--- src/rtl/adder16_share_arb_if.sv ---
// Handshake bundle for adder16_share_arb: NREQ operand channels in, one id-tagged result out.
// The arbiter takes the slave modport; client/consumer logic (or a bench) takes the master modport.
interface adder16_share_arb_if #(
  parameter int NREQ = 4,
  parameter int IDW  = 2
);
  logic [NREQ-1:0]    req_valid;
  logic [NREQ-1:0]    req_ready;
  logic [16*NREQ-1:0] req_a;
  logic [16*NREQ-1:0] req_b;
  logic               rsp_valid;
  logic               rsp_ready;
  logic [IDW-1:0]     rsp_id;
  logic [15:0]        rsp_sum;
  logic               rsp_ovfl;

  modport master (
    output req_valid, req_a, req_b, rsp_ready,
    input  req_ready, rsp_valid, rsp_id, rsp_sum, rsp_ovfl
  );

  modport slave (
    input  req_valid, req_a, req_b, rsp_ready,
    output req_ready, rsp_valid, rsp_id, rsp_sum, rsp_ovfl
  );
endinterface

--- src/rtl/adder16_share_arb.sv ---
// Round-robin sequencer sharing one 16-bit ripple adder among NREQ requesters, one op in flight.
// Optional macro ADDER16_ARB_SAT_EN: saturate rsp_sum to 16'hFFFF on carry-out.
module adder16_share_arb #(
  parameter int NREQ = 4,
  parameter int IDW  = 2
) (
  input logic                clk,
  input logic                rst_n,
  adder16_share_arb_if.slave bus
);

  localparam int DATA_W = 16;

  typedef enum logic [1:0] {
    IDLE = 2'd0,
    CALC = 2'd1,
    RESP = 2'd2
  } state_e;

  state_e              state_q, state_d;
  logic [IDW-1:0]      rr_ptr_q, rr_ptr_d;
  logic [DATA_W-1:0]   op_a_q, op_a_d;
  logic [DATA_W-1:0]   op_b_q, op_b_d;
  logic [IDW-1:0]      op_id_q, op_id_d;
  logic                rsp_valid_q, rsp_valid_d;
  logic [IDW-1:0]      rsp_id_q, rsp_id_d;
  logic [DATA_W-1:0]   rsp_sum_q, rsp_sum_d;
  logic                rsp_ovfl_q, rsp_ovfl_d;

  logic [IDW-1:0]      grant_id;
  logic                any_valid;
  logic [NREQ-1:0]     req_ready;
  logic [DATA_W-1:0]   sel_a, sel_b;
  logic [DATA_W:0]     sum_full;

  function automatic logic [IDW-1:0] rr_idx(input logic [IDW-1:0] base, input int k);
    int s;
    s = int'(base) + k;
    if (s >= NREQ) s = s - NREQ;
    return IDW'(s);
  endfunction

  // The shared Adder16: explicit full-adder chain, carry out in the MSB of the result.
  function automatic logic [DATA_W:0] ripple_add(input logic [DATA_W-1:0] a,
                                                  input logic [DATA_W-1:0] b);
    logic [DATA_W:0]   c;
    logic [DATA_W-1:0] s;
    c[0] = 1'b0;
    for (int i = 0; i < DATA_W; i++) begin
      s[i]   = a[i] ^ b[i] ^ c[i];
      c[i+1] = (a[i] & b[i]) | (c[i] & (a[i] ^ b[i]));
    end
    return {c[DATA_W], s};
  endfunction

`ifdef ADDER16_ARB_SAT_EN
  function automatic logic [DATA_W-1:0] sat_sum(input logic [DATA_W-1:0] s, input logic co);
    return co ? {DATA_W{1'b1}} : s;
  endfunction
`endif

  // Walk downward so the requester closest to rr_ptr (smallest offset) wins.
  always_comb begin
    grant_id  = '0;
    any_valid = 1'b0;
    for (int k = NREQ - 1; k >= 0; k--) begin
      if (bus.req_valid[rr_idx(rr_ptr_q, k)]) begin
        grant_id  = rr_idx(rr_ptr_q, k);
        any_valid = 1'b1;
      end
    end
  end

  always_comb begin
    sel_a = '0;
    sel_b = '0;
    for (int i = 0; i < NREQ; i++) begin
      if (grant_id == IDW'(i)) begin
        sel_a = bus.req_a[DATA_W*i +: DATA_W];
        sel_b = bus.req_b[DATA_W*i +: DATA_W];
      end
    end
  end

  assign sum_full = ripple_add(op_a_q, op_b_q);

  always_ff @(posedge clk or negedge rst_n) begin
    if (!rst_n) state_q <= IDLE;
    else        state_q <= state_d;
  end

  always_comb begin
    state_d = state_q;
    unique case (state_q)
      IDLE:    if (any_valid) state_d = CALC;
      CALC:    state_d = RESP;
      RESP:    if (bus.rsp_ready) state_d = IDLE;
      default: state_d = IDLE;
    endcase
  end

  // Grant is offered only while idle and out of reset; a transfer is implied by any_valid there.
  always_comb begin
    req_ready = '0;
    if (rst_n && state_q == IDLE && any_valid) req_ready[grant_id] = 1'b1;
  end

  always_comb begin
    rr_ptr_d    = rr_ptr_q;
    op_a_d      = op_a_q;
    op_b_d      = op_b_q;
    op_id_d     = op_id_q;
    rsp_valid_d = rsp_valid_q;
    rsp_id_d    = rsp_id_q;
    rsp_sum_d   = rsp_sum_q;
    rsp_ovfl_d  = rsp_ovfl_q;
    unique case (state_q)
      IDLE: begin
        if (any_valid) begin
          op_a_d   = sel_a;
          op_b_d   = sel_b;
          op_id_d  = grant_id;
          rr_ptr_d = rr_idx(grant_id, 1);
        end
      end
      CALC: begin
`ifdef ADDER16_ARB_SAT_EN
        rsp_sum_d = sat_sum(sum_full[DATA_W-1:0], sum_full[DATA_W]);
`else
        rsp_sum_d = sum_full[DATA_W-1:0];
`endif
        rsp_ovfl_d  = sum_full[DATA_W];
        rsp_id_d    = op_id_q;
        rsp_valid_d = 1'b1;
      end
      RESP: begin
        if (bus.rsp_ready) rsp_valid_d = 1'b0;
      end
      default: ;
    endcase
  end

  // Operand / response stage boundary
  always_ff @(posedge clk or negedge rst_n) begin
    if (!rst_n) begin
      rr_ptr_q    <= '0;
      op_a_q      <= '0;
      op_b_q      <= '0;
      op_id_q     <= '0;
      rsp_valid_q <= 1'b0;
      rsp_id_q    <= '0;
      rsp_sum_q   <= '0;
      rsp_ovfl_q  <= 1'b0;
    end else begin
      rr_ptr_q    <= rr_ptr_d;
      op_a_q      <= op_a_d;
      op_b_q      <= op_b_d;
      op_id_q     <= op_id_d;
      rsp_valid_q <= rsp_valid_d;
      rsp_id_q    <= rsp_id_d;
      rsp_sum_q   <= rsp_sum_d;
      rsp_ovfl_q  <= rsp_ovfl_d;
    end
  end

  assign bus.req_ready = req_ready;
  assign bus.rsp_valid = rsp_valid_q;
  assign bus.rsp_id    = rsp_id_q;
  assign bus.rsp_sum   = rsp_sum_q;
  assign bus.rsp_ovfl  = rsp_ovfl_q;

endmodule

--- src/flat_wrapper.sv ---
// flat-port wrapper written by rule: the top's interface ports become plain ports
module adder16_share_arb_flat 
#(
  parameter int NREQ = 4,
  parameter int IDW  = 2
)
  (clk, rst_n, bus_req_valid, bus_req_a, bus_req_b, bus_rsp_ready, bus_req_ready, bus_rsp_valid, bus_rsp_id, bus_rsp_sum, bus_rsp_ovfl);
  adder16_share_arb_if #(.NREQ(NREQ), .IDW(IDW)) bus_i ();
  input logic clk;
  input logic rst_n;
  input wire logic [$bits(bus_i.req_valid)-1:0] bus_req_valid;
  input wire logic [$bits(bus_i.req_a)-1:0] bus_req_a;
  input wire logic [$bits(bus_i.req_b)-1:0] bus_req_b;
  input wire logic [$bits(bus_i.rsp_ready)-1:0] bus_rsp_ready;
  output wire logic [$bits(bus_i.req_ready)-1:0] bus_req_ready;
  output wire logic [$bits(bus_i.rsp_valid)-1:0] bus_rsp_valid;
  output wire logic [$bits(bus_i.rsp_id)-1:0] bus_rsp_id;
  output wire logic [$bits(bus_i.rsp_sum)-1:0] bus_rsp_sum;
  output wire logic [$bits(bus_i.rsp_ovfl)-1:0] bus_rsp_ovfl;
  assign bus_i.req_valid = bus_req_valid;
  assign bus_i.req_a = bus_req_a;
  assign bus_i.req_b = bus_req_b;
  assign bus_i.rsp_ready = bus_rsp_ready;
  assign bus_req_ready = bus_i.req_ready;
  assign bus_rsp_valid = bus_i.rsp_valid;
  assign bus_rsp_id = bus_i.rsp_id;
  assign bus_rsp_sum = bus_i.rsp_sum;
  assign bus_rsp_ovfl = bus_i.rsp_ovfl;
  adder16_share_arb #(.NREQ(NREQ), .IDW(IDW)) u_core (.clk(clk), .rst_n(rst_n), .bus(bus_i));
endmodule
--- config.mk ---
export PLATFORM = sky130hd
export DESIGN_NAME = adder16_share_arb_flat
export DESIGN_NICKNAME = d
export VERILOG_FILES = /design/src/rtl/adder16_share_arb_if.sv /design/src/rtl/adder16_share_arb.sv /design/src/flat_wrapper.sv
export SDC_FILE = /design/constraint.sdc
export NUM_CORES = 1
export LEC_CHECK = 0
export ABC_AREA = 0
export BUFFER_PORTS_ARGS = -buffer_cell sky130_fd_sc_hd__buf_2
export CAP_MARGIN = 10
export CORE_AREA = 5 5 77 131
export CTS_CLUSTER_SIZE = 25
export DETAILED_ROUTE_END_ITERATION = 12
export DIE_AREA = 0 0 82 136
export GPL_ROUTABILITY_DRIVEN = 0
export GPL_TIMING_DRIVEN = 0
export HOLD_SLACK_MARGIN = 0.05
export PLACE_DENSITY = 0.87
export SKIP_CTS_REPAIR_TIMING = 1
export SLEW_MARGIN = 40
export SYNTH_ARGS = -nofsm -noshare
export SYNTH_HDL_FRONTEND = slang
export SYNTH_SLANG_ARGS = --single-unit
--- constraint.sdc ---
create_clock -name clk -period 6.4 [get_ports clk]
set_input_delay 1.28 -clock clk [delete_from_list [all_inputs] [get_ports clk]]
set_output_delay 1.28 -clock clk [all_outputs]
set_load 0.01 [all_outputs]
==> results_dict.tcl, run 1 <==
set metrics [dict create \
    async_flop_share 1.00 \
    drc_errors 0 \
    syn_avg_cell_area_um2 8.54 \
    die_y_um 136 \
    period_minus_slack_ns 6.25 \
    startpoint_type "flop" \
    ys_types 31 \
    cts_root_buf "clkbuf_16" \
    clock_skew_ns 0.00597 \
    antenna_found_initial 0 \
    crit_fanout 2 \
    antenna_cells 0 \
    place_area_um2 4730 \
    crit_type "flop to flop" \
    ctsLongestPathBuffers 2 \
    p_int_uw 1510 \
    final_common_cell "buf_2" \
    post_route_cells_drive_above_1_share 0.317 \
    yosys_register_bits 58 \
    rsz0062_at_grt "no" \
    cts_made_buffers 9 \
    cap_violations 0 \
    outcome "completed" \
    yosysTopAreaCell "dfrtp_1" \
    p_sw_frac 0.430 \
    grt_max_degree 63 \
    dieArea_um2 11200 \
    slew_headroom 0.501 \
    nets 768 \
    synthToLayoutAreaGrowth_pct 33.8 \
    grt_pass1_vias 4386 \
    place.port_buffers 158 \
    syn_nets 598 \
    cts_tree "yes" \
    hold_path_class "flop to flop" \
    tns_ns 0 \
    vias 4070 \
    clkSlewWorstSetupHoldPaths_ns 0.05 \
    slew_violations 0 \
    clock_latency_ns 0.33 \
    synth_top_area_share 0.384 \
    die_w_um 82 \
    powerDensity_nw_per_um2 523 \
    gr-usage-all-layers 0.238 \
    p_leak_uw 0.00245 \
    cp-end-kind "flop" \
    setup_violations 0 \
    grt_pass1_wl_um 20200 \
    start_util 0.421 \
    core_um2 8980 \
    dpl.hpwl_um 10400 \
    worst_slew_pin_slew_ns 0.749 \
    via_per_inst 5.51 \
    htree_levels 3 \
    hold_viol 0 \
    seqPwrFrac 0.276 \
    final_cell_area_um2 5060 \
    fin_crit_sh 0.977 \
    cts.sinks 58 \
    wl_um 12900 \
    ios 159 \
    drtAntennaViolNets 0 \
    vdd_drop_max_v 0.000257 \
    ys.flop_type "dfrtp_1" \
    grt_overflow 0 \
    final_cell_mix "161 x buf_2, 85 x nand2_1, 68 x a21oi_1" \
    wl_per_cell_um 17.5 \
    switching_power_uw 1140 \
    yosysWarningCount 0 \
    row_count 46 \
    fmax_ghz 0.160 \
    ys_seq_area_frac 0.384 \
    syn_inst 443 \
    dp.cells 721 \
    stdcell_count 738 \
    p_comb_frac 0.545 \
    pwr-share-clk 0.179 \
    synthTopCellsByArea "dfrtp_1 38%, a21oi_1 9.0%, a221o_1 8.5%" \
    required_ns 6.65 \
    first_iter_violations 267 \
    cp.arrival_ns 6.50 \
    syn_area_um2 3780 \
    synth-edff-count 0 \
    drtPass1Iterations 5 \
]
-- registers in the layout (all words and copies together) (netlist names) --
| register | count |
|---|---|
| u_core.bus.rsp_id | 2 |
| u_core.bus.rsp_ovfl | 1 |
| u_core.bus.rsp_sum | 16 |
| u_core.bus.rsp_valid | 1 |
| u_core.op_a_q | 16 |
| u_core.op_b_q | 16 |
| u_core.op_id_q | 2 |
| u_core.rr_ptr_q | 2 |
| u_core.state_q | 2 |
-- power groups by stage --
| stage | clock (uW) | sequential (uW) | combinational, uW |
|---|---|---|---|
| floorplan | 0 | 711 | 938 |
| CTS | 478 | 725 | 1400 |
| finish | 474 | 730 | 1440 |
| global placement | 0 | 716 | 1330 |
| global route | 493 | 750 | 1610 |
| detailed placement | 0 | 728 | 1380 |
-- per-layer routing --
layer / routed length, um / vias up / global-route usage
li1: - / 1899 / -
met1: 4250 / 1849 / 0.236
met2: 6960 / 256 / 0.432
met3: 927 / 66 / 0.0458
met4: 750 / 0 / 0.157
met5: 0 / - / 0
-- worst paths after layout --
path / from / endpoint / slack (ns) / cells after the start
worst max-delay path: u_core.op_b_q[0] / u_core.bus.rsp_sum[15] / 0.15 / 20
worst min-delay path: u_core.op_id_q[0] / u_core.bus.rsp_id[0] / 0.46 / 2
worst max register to register: u_core.op_b_q[0] / u_core.bus.rsp_sum[15] / 0.15 / 20
worst min register to register: u_core.op_id_q[0] / u_core.bus.rsp_id[0] / 0.46 / 2
max in group asynchronous: rst_n / u_core.bus.rsp_sum[14] / 4.88 / 1
min in group asynchronous: rst_n / u_core.rr_ptr_q[0] / 1.00 / 1
-- per-stage QoR --
| step | util | setup slack, ns | hold slack, ns | power [uW] |
|---|---|---|---|---|
| 4_1_cts | 0.560 | -0.351 | 0.468 | 2610 |
| 2_1_floorplan | - | 0.0424 | 0.432 | 1650 |
| 3_3_place_gp | 0.526 | -0.210 | 0.445 | 2050 |
| 3_5_place_dp | 0.526 | -0.301 | 0.459 | 2110 |
| 6_report | 0.564 | 0.146 | 0.465 | 2650 |
| 5_1_grt | 0.564 | 0.0195 | 0.495 | 2850 |
-- area by class of cell --
cell class | instances | area [um^2]
clock inverters | 2 | 35.0
clock buffers | 14 | 264
plain buffers | 40 | 178
repair buffers | 159 | 801
inverters | 42 | 158
well taps | 120 | 150
fillers | 806 | 3920
multi-input cells | 303 | 2030
flip-flops and latches | 58 | 1450
-- cell families (layout without fill, tap and decap cells) --
group / after synthesis / count (layout) / synth area share
compound gates: 143 / 143 / 0.246
fa+ha+maj: 20 / 20 / 0.0959
buf+inv: 82 / 257 / 0.0886
flops: 58 / 58 / 0.384
mux: 2 / 2 / 0.00562
simple gates: 138 / 138 / 0.180
-- synth_stat cells, types with 3 or more instances --
master and number:
a31oi_1 32, nand3b_1 32, clkbuf_1 32, ha_1 5
dfrtp_1 58, and3_1 4, fa_1 15, nor2_1 4
buf_6 3, a21oi_1 68, buf_2 4, nand2_1 85
nand2b_1 4, o21ai_0 6, inv_1 41, a221o_1 32
-- critical path, cell delays in order (launching register included) --
cell,delay (ns)
dfrtp_1,0.41
ha_2,0.21
fa_1,0.35
inv_1,0.08
fa_1,0.17
inv_1,0.05
fa_2,0.35
fa_2,0.41
fa_2,0.36
fa_2,0.35
fa_2,0.35
fa_2,0.35
fa_2,0.35
fa_2,0.35
fa_2,0.35
fa_2,0.35
fa_2,0.34
fa_1,0.36
inv_1,0.08
fa_1,0.41
o21ai_1,0.13
Power figures use the tool's default switching activity.
==> inputs of run 2 (changes only) <==
Settings changed: CORE_AREA 5 5 77 131 to 2 2 73 127, CTS_BUF_LIST set to sky130_fd_sc_hd__clkbuf_8, DIE_AREA 0 0 82 136 to 0 0 75 129, PLACE_DENSITY 0.87 to 0.89.
==> results_dict.tcl, run 2 (synthesis gave the netlist of run 1 again) <==
set metrics [dict create \
    cts.sinks 58 \
    startpoint_type "flop" \
    vdd_drop_max_v 0.000224 \
    wl_per_cell_um 16.5 \
    crit_path_max_incr_delay_ns 0.42 \
    cp_common_cell "fa_2" \
    cts_made_buffers 9 \
    place_area_um2 4720 \
    power_uw 2500 \
    cap_violations 0 \
    required_ns 6.67 \
    die_w_um 75 \
    pwr-share-clk 0.134 \
    seq_area_um2 1450 \
    fmax_ghz 0.161 \
    drtAntennaViolNets 0 \
    regToRegStartpoint "u_core.op_b_q[0]" \
    htree_levels 3 \
    worst_path_max_delay_cell "fa_1" \
    n_fill_cell 740 \
    r2r-end "u_core.bus.rsp_sum[15]" \
    final_cell_area_um2 4960 \
    p_comb_frac 0.576 \
    reg2reg_depth 20 \
    fin_crit_sh 0.968 \
    drtPass1Iterations 6 \
    hold_viol 0 \
    ios 159 \
    p_leak_uw 0.00242 \
    drc_errors 0 \
    vias 4093 \
    worstSetupEndpoint "u_core.bus.rsp_sum[15]" \
    via_per_inst 5.57 \
    powerDensity_nw_per_um2 504 \
    grt_pass1_vias 4202 \
    clock_skew_ns 0.00479 \
    cts_root_buf "clkbuf_8" \
    period_minus_slack_ns 6.20 \
    slew_headroom 0.546 \
    hold_ws_ns 0.475 \
    cts_tree "yes" \
    tns_ns 0 \
    setup_violations 0 \
    rrSetupSlack_ns 0.20 \
    cp-end-kind "flop" \
    crit_chain "ha_1 > fa_1 > inv_1 > fa_1 > inv_1 > fa_2 > fa_2 > fa_2 > fa_2 > fa_2 > fa_2 > fa_2 > fa_2 > fa_2 > fa_2 > fa_2 > fa_1 > inv_1 > fa_1 > o21ai_1" \
    synthToLayoutAreaGrowth_pct 31.1 \
    wl_um 12100 \
    clock_latency_ns 0.34 \
    p_sw_frac 0.446 \
    worst_slack_ns 0.204 \
    die_y_um 129 \
    antenna_found_initial 0 \
    row_count 45 \
    hold_path_class "flop to flop" \
    grt_pass1_wl_um 19100 \
    antenna_cells 0 \
    crit_type "flop to flop" \
    dp_slack_ns -0.325 \
    switching_power_uw 1120 \
    clkSlewWorstSetupHoldPaths_ns 0.06 \
    final_common_cell "buf_2" \
    worst_slew_pin_slew_ns 0.678 \
    post_route_cells_drive_above_1_share 0.316 \
    final_cell_mix "161 x buf_2, 85 x nand2_1, 68 x a21oi_1" \
    core_um2 8610 \
    p_int_uw 1380 \
    first_iter_violations 248 \
    dieArea_um2 9680 \
    start_util 0.439 \
    nets 768 \
    cp.arrival_ns 6.47 \
    gr-usage-all-layers 0.261 \
    slew_violations 0 \
    multiInputGateArea_um2 2020 \
    cp-startpoint "u_core.op_b_q[0]" \
    seqPwrFrac 0.290 \
    crit_fanout 2 \
    rsz0062_at_grt "no" \
    outcome "completed" \
    ctsLongestPathBuffers 2 \
    place.port_buffers 158 \
    grt_overflow 0 \
    dpl.hpwl_um 9840 \
    grt_max_degree 63 \
]
## run 2: cell count changes in the layout (fill, tap and decap cells not counted), moves of 3 or more
| cell | before | now |
|---|---|---|
| inv_1 | 41 | 44 |
| clkbuf_16 | 9 | 0 |
| clkbuf_1 | 35 | 32 |
| clkbuf_8 | 2 | 11 |
## run 2: cell type report
class | count | share of cell area
plain buffers | 40 | 0.0358
clock buffers | 11 | 0.0305
clock inverters | 5 | 0.00933
inverters | 42 | 0.0318
multi-input cells | 303 | 0.408
flip-flops and latches | 58 | 0.293
well taps | 117 | 0.0295
repair buffers | 159 | 0.162
## run 2: stage by stage
stage	std cells	util
final	735	0.576
after global routing	735	0.576
after CTS	734	0.571
after detailed placement	718	0.548
after global placement	718	0.548
after floorplan	443	-
## run 2: layer usage
layer,track usage,part of all wire
met2,0.454,0.53
met1,0.276,0.35
met4,0.168,0.055
met5,0,0
met3,0.0486,0.070
## run 2: worst min-delay path by stage
stage	cells after the start	slack, ns	from	to
3_5_place_dp	2	0.46	u_core.bus.rsp_sum[3]	u_core.bus.rsp_sum[3]
2_1_floorplan	2	0.43	u_core.op_id_q[0]	u_core.bus.rsp_id[0]
3_3_place_gp	2	0.45	u_core.op_id_q[0]	u_core.bus.rsp_id[0]
6_report	2	0.47	u_core.bus.rsp_sum[3]	u_core.bus.rsp_sum[3]
5_1_grt	2	0.49	u_core.bus.rsp_sum[10]	u_core.bus.rsp_sum[10]
4_1_cts	2	0.48	u_core.bus.rsp_sum[3]	u_core.bus.rsp_sum[3]
## run 2: power by group through the flow
stage / logic [uW] / clock network, uW / registers (uW)
2_1_floorplan: 938 / 0 / 711
3_3_place_gp: 1320 / 0 / 719
3_5_place_dp: 1380 / 0 / 727
4_1_cts: 1390 / 336 / 720
5_1_grt: 1600 / 357 / 748
6_report: 1440 / 335 / 726
## run 2: worst max-delay path, delay by kind of cell (launching register included)
| kind | cells | cell delay, ns |
|---|---|---|
| compound gates | 1 | 0.14 |
| fa+ha+maj | 16 | 5.37 |
| buf+inv | 3 | 0.21 |
| flops | 1 | 0.40 |
==> inputs of run 3 (changes only) <==
Settings changed: CTS_CLUSTER_SIZE 25 to 40, GPL_TIMING_DRIVEN 0 to not set, SLEW_MARGIN 40 to 20.
==> results_dict.tcl, run 3 (synthesis gave the netlist of run 1 again) <==
set metrics [dict create \
    drc_errors 0 \
    clock_latency_ns 0.34 \
    p_leak_uw 0.00236 \
    worst_slew_pin_slew_ns 0.998 \
    dpl.hpwl_um 8480 \
    grt_pass1_vias 3802 \
    worst_slack_ns 0.195 \
    crit_family "adder cells" \
    via_per_inst 5.46 \
    path_buf_inv 3 \
    crit_path_max_incr_delay_ns 0.41 \
    drtPass1Iterations 4 \
    setup_violations 0 \
    outcome "completed" \
    first_iter_violations 190 \
    hold_path_class "flop to flop" \
    cts_made_buffers 9 \
    tns_ns 0 \
    cp.arrival_ns 6.47 \
    vdd_drop_max_v 0.000221 \
    die_y_um 129 \
    place_area_um2 4590 \
    clock_skew_ns 0.00785 \
    vias 3834 \
    final_cell_area_um2 4830 \
    crit_fanout 2 \
    dp_slack_ns -0.385 \
    drtAntennaViolNets 0 \
    grt_max_degree 66 \
    nets 733 \
    slew_headroom 0.333 \
    place.port_buffers 158 \
    ios 159 \
    hold_viol 0 \
    post_route_cells_drive_above_1_share 0.343 \
    period_minus_slack_ns 6.20 \
    crit_chain "ha_2 > fa_1 > inv_1 > fa_1 > inv_1 > fa_2 > fa_2 > fa_2 > fa_2 > fa_2 > fa_2 > fa_2 > fa_2 > fa_2 > fa_2 > fa_2 > fa_2 > inv_1 > fa_1 > o21ai_1" \
    wl_um 11100 \
    die_w_um 75 \
    start_util 0.439 \
    htree_levels 3 \
    power_uw 2420 \
    row_count 45 \
    crit_type "flop to flop" \
    cts_tree "yes" \
    grt_overflow 0 \
    cp-end-kind "flop" \
    cts_root_buf "clkbuf_8" \
    clkSlewWorstSetupHoldPaths_ns 0.06 \
    required_ns 6.66 \
    antenna_found_initial 1 \
    slew_violations 0 \
    fmax_ghz 0.161 \
    hold_ws_ns 0.470 \
    powerDensity_nw_per_um2 500 \
    grt_pass1_wl_um 17900 \
    synthToLayoutAreaGrowth_pct 27.8 \
    startpoint_type "flop" \
    cp_common_cell "fa_2" \
    wl_per_cell_um 15.8 \
    cap_violations 0 \
    dieArea_um2 9680 \
    core_um2 8610 \
    cts.sinks 58 \
    ctsLongestPathBuffers 2 \
    final_cell_mix "158 x buf_2, 85 x nand2_1, 68 x a21oi_1" \
    worst_path_max_delay_cell "fa_1" \
    fin_crit_sh 0.970 \
    final_common_cell "buf_2" \
    gr-usage-all-layers 0.243 \
]
run 3: cell count changes in the layout (fill, tap and decap cells not counted), sizes merged:
cell	change
clkbuf	-32
buf	-3
diode	+2
run 3: layout make-up:
| class | instances | area (um^2) |
|---|---|---|
| clock inverter | 5 | 46.3 |
| inverter | 42 | 158 |
| fill | 732 | 3780 |
| clock buffer | 11 | 151 |
| timing repair buffer | 164 | 836 |
| antenna | 2 | 5.00 |
| sequential | 58 | 1450 |
| multi-input combinational | 303 | 2040 |
| tap | 117 | 146 |
run 3: metrics by stage:
stage,utilization,instances
2_1_floorplan,-,443
3_3_place_gp,0.533,683
3_5_place_dp,0.533,683
4_1_cts,0.556,699
5_1_grt,0.561,701
6_report,0.561,702
run 3: tightest hold or removal path, cell delays in order (launching register included):
cell,delay (ns)
dfrtp_1,0.34
nand2_1,0.05
nand2_1,0.05
run 3: power breakdown:
part | switching [uW] | leakage, uW | internal, uW | total [uW]
clock network | 134 | 0.000113 | 196 | 330
logic | 771 | 0.00156 | 591 | 1360
registers | 158 | 0.000685 | 565 | 724
run 3: final timing paths:
path / from / to / slack, ns / cells past startpoint
max: u_core.op_b_q[0] / u_core.bus.rsp_sum[15] / 0.20 / 20
min reg2reg: u_core.op_id_q[0] / u_core.bus.rsp_id[0] / 0.47 / 2
max reg2reg: u_core.op_b_q[0] / u_core.bus.rsp_sum[15] / 0.20 / 20
min in group asynchronous: rst_n / u_core.bus.rsp_id[1] / 1.07 / 2
min: u_core.op_id_q[0] / u_core.bus.rsp_id[0] / 0.47 / 2
max in group asynchronous: rst_n / u_core.op_a_q[10] / 4.81 / 2
run 3: metal layers:
layer | part of all wire | track usage | vias to the layer above
met5 | 0 | 0 | -
met4 | 0.039 | 0.122 | 0
met3 | 0.059 | 0.0517 | 27
met2 | 0.54 | 0.412 | 170
met1 | 0.37 | 0.282 | 1807
li1 | - | - | 1830
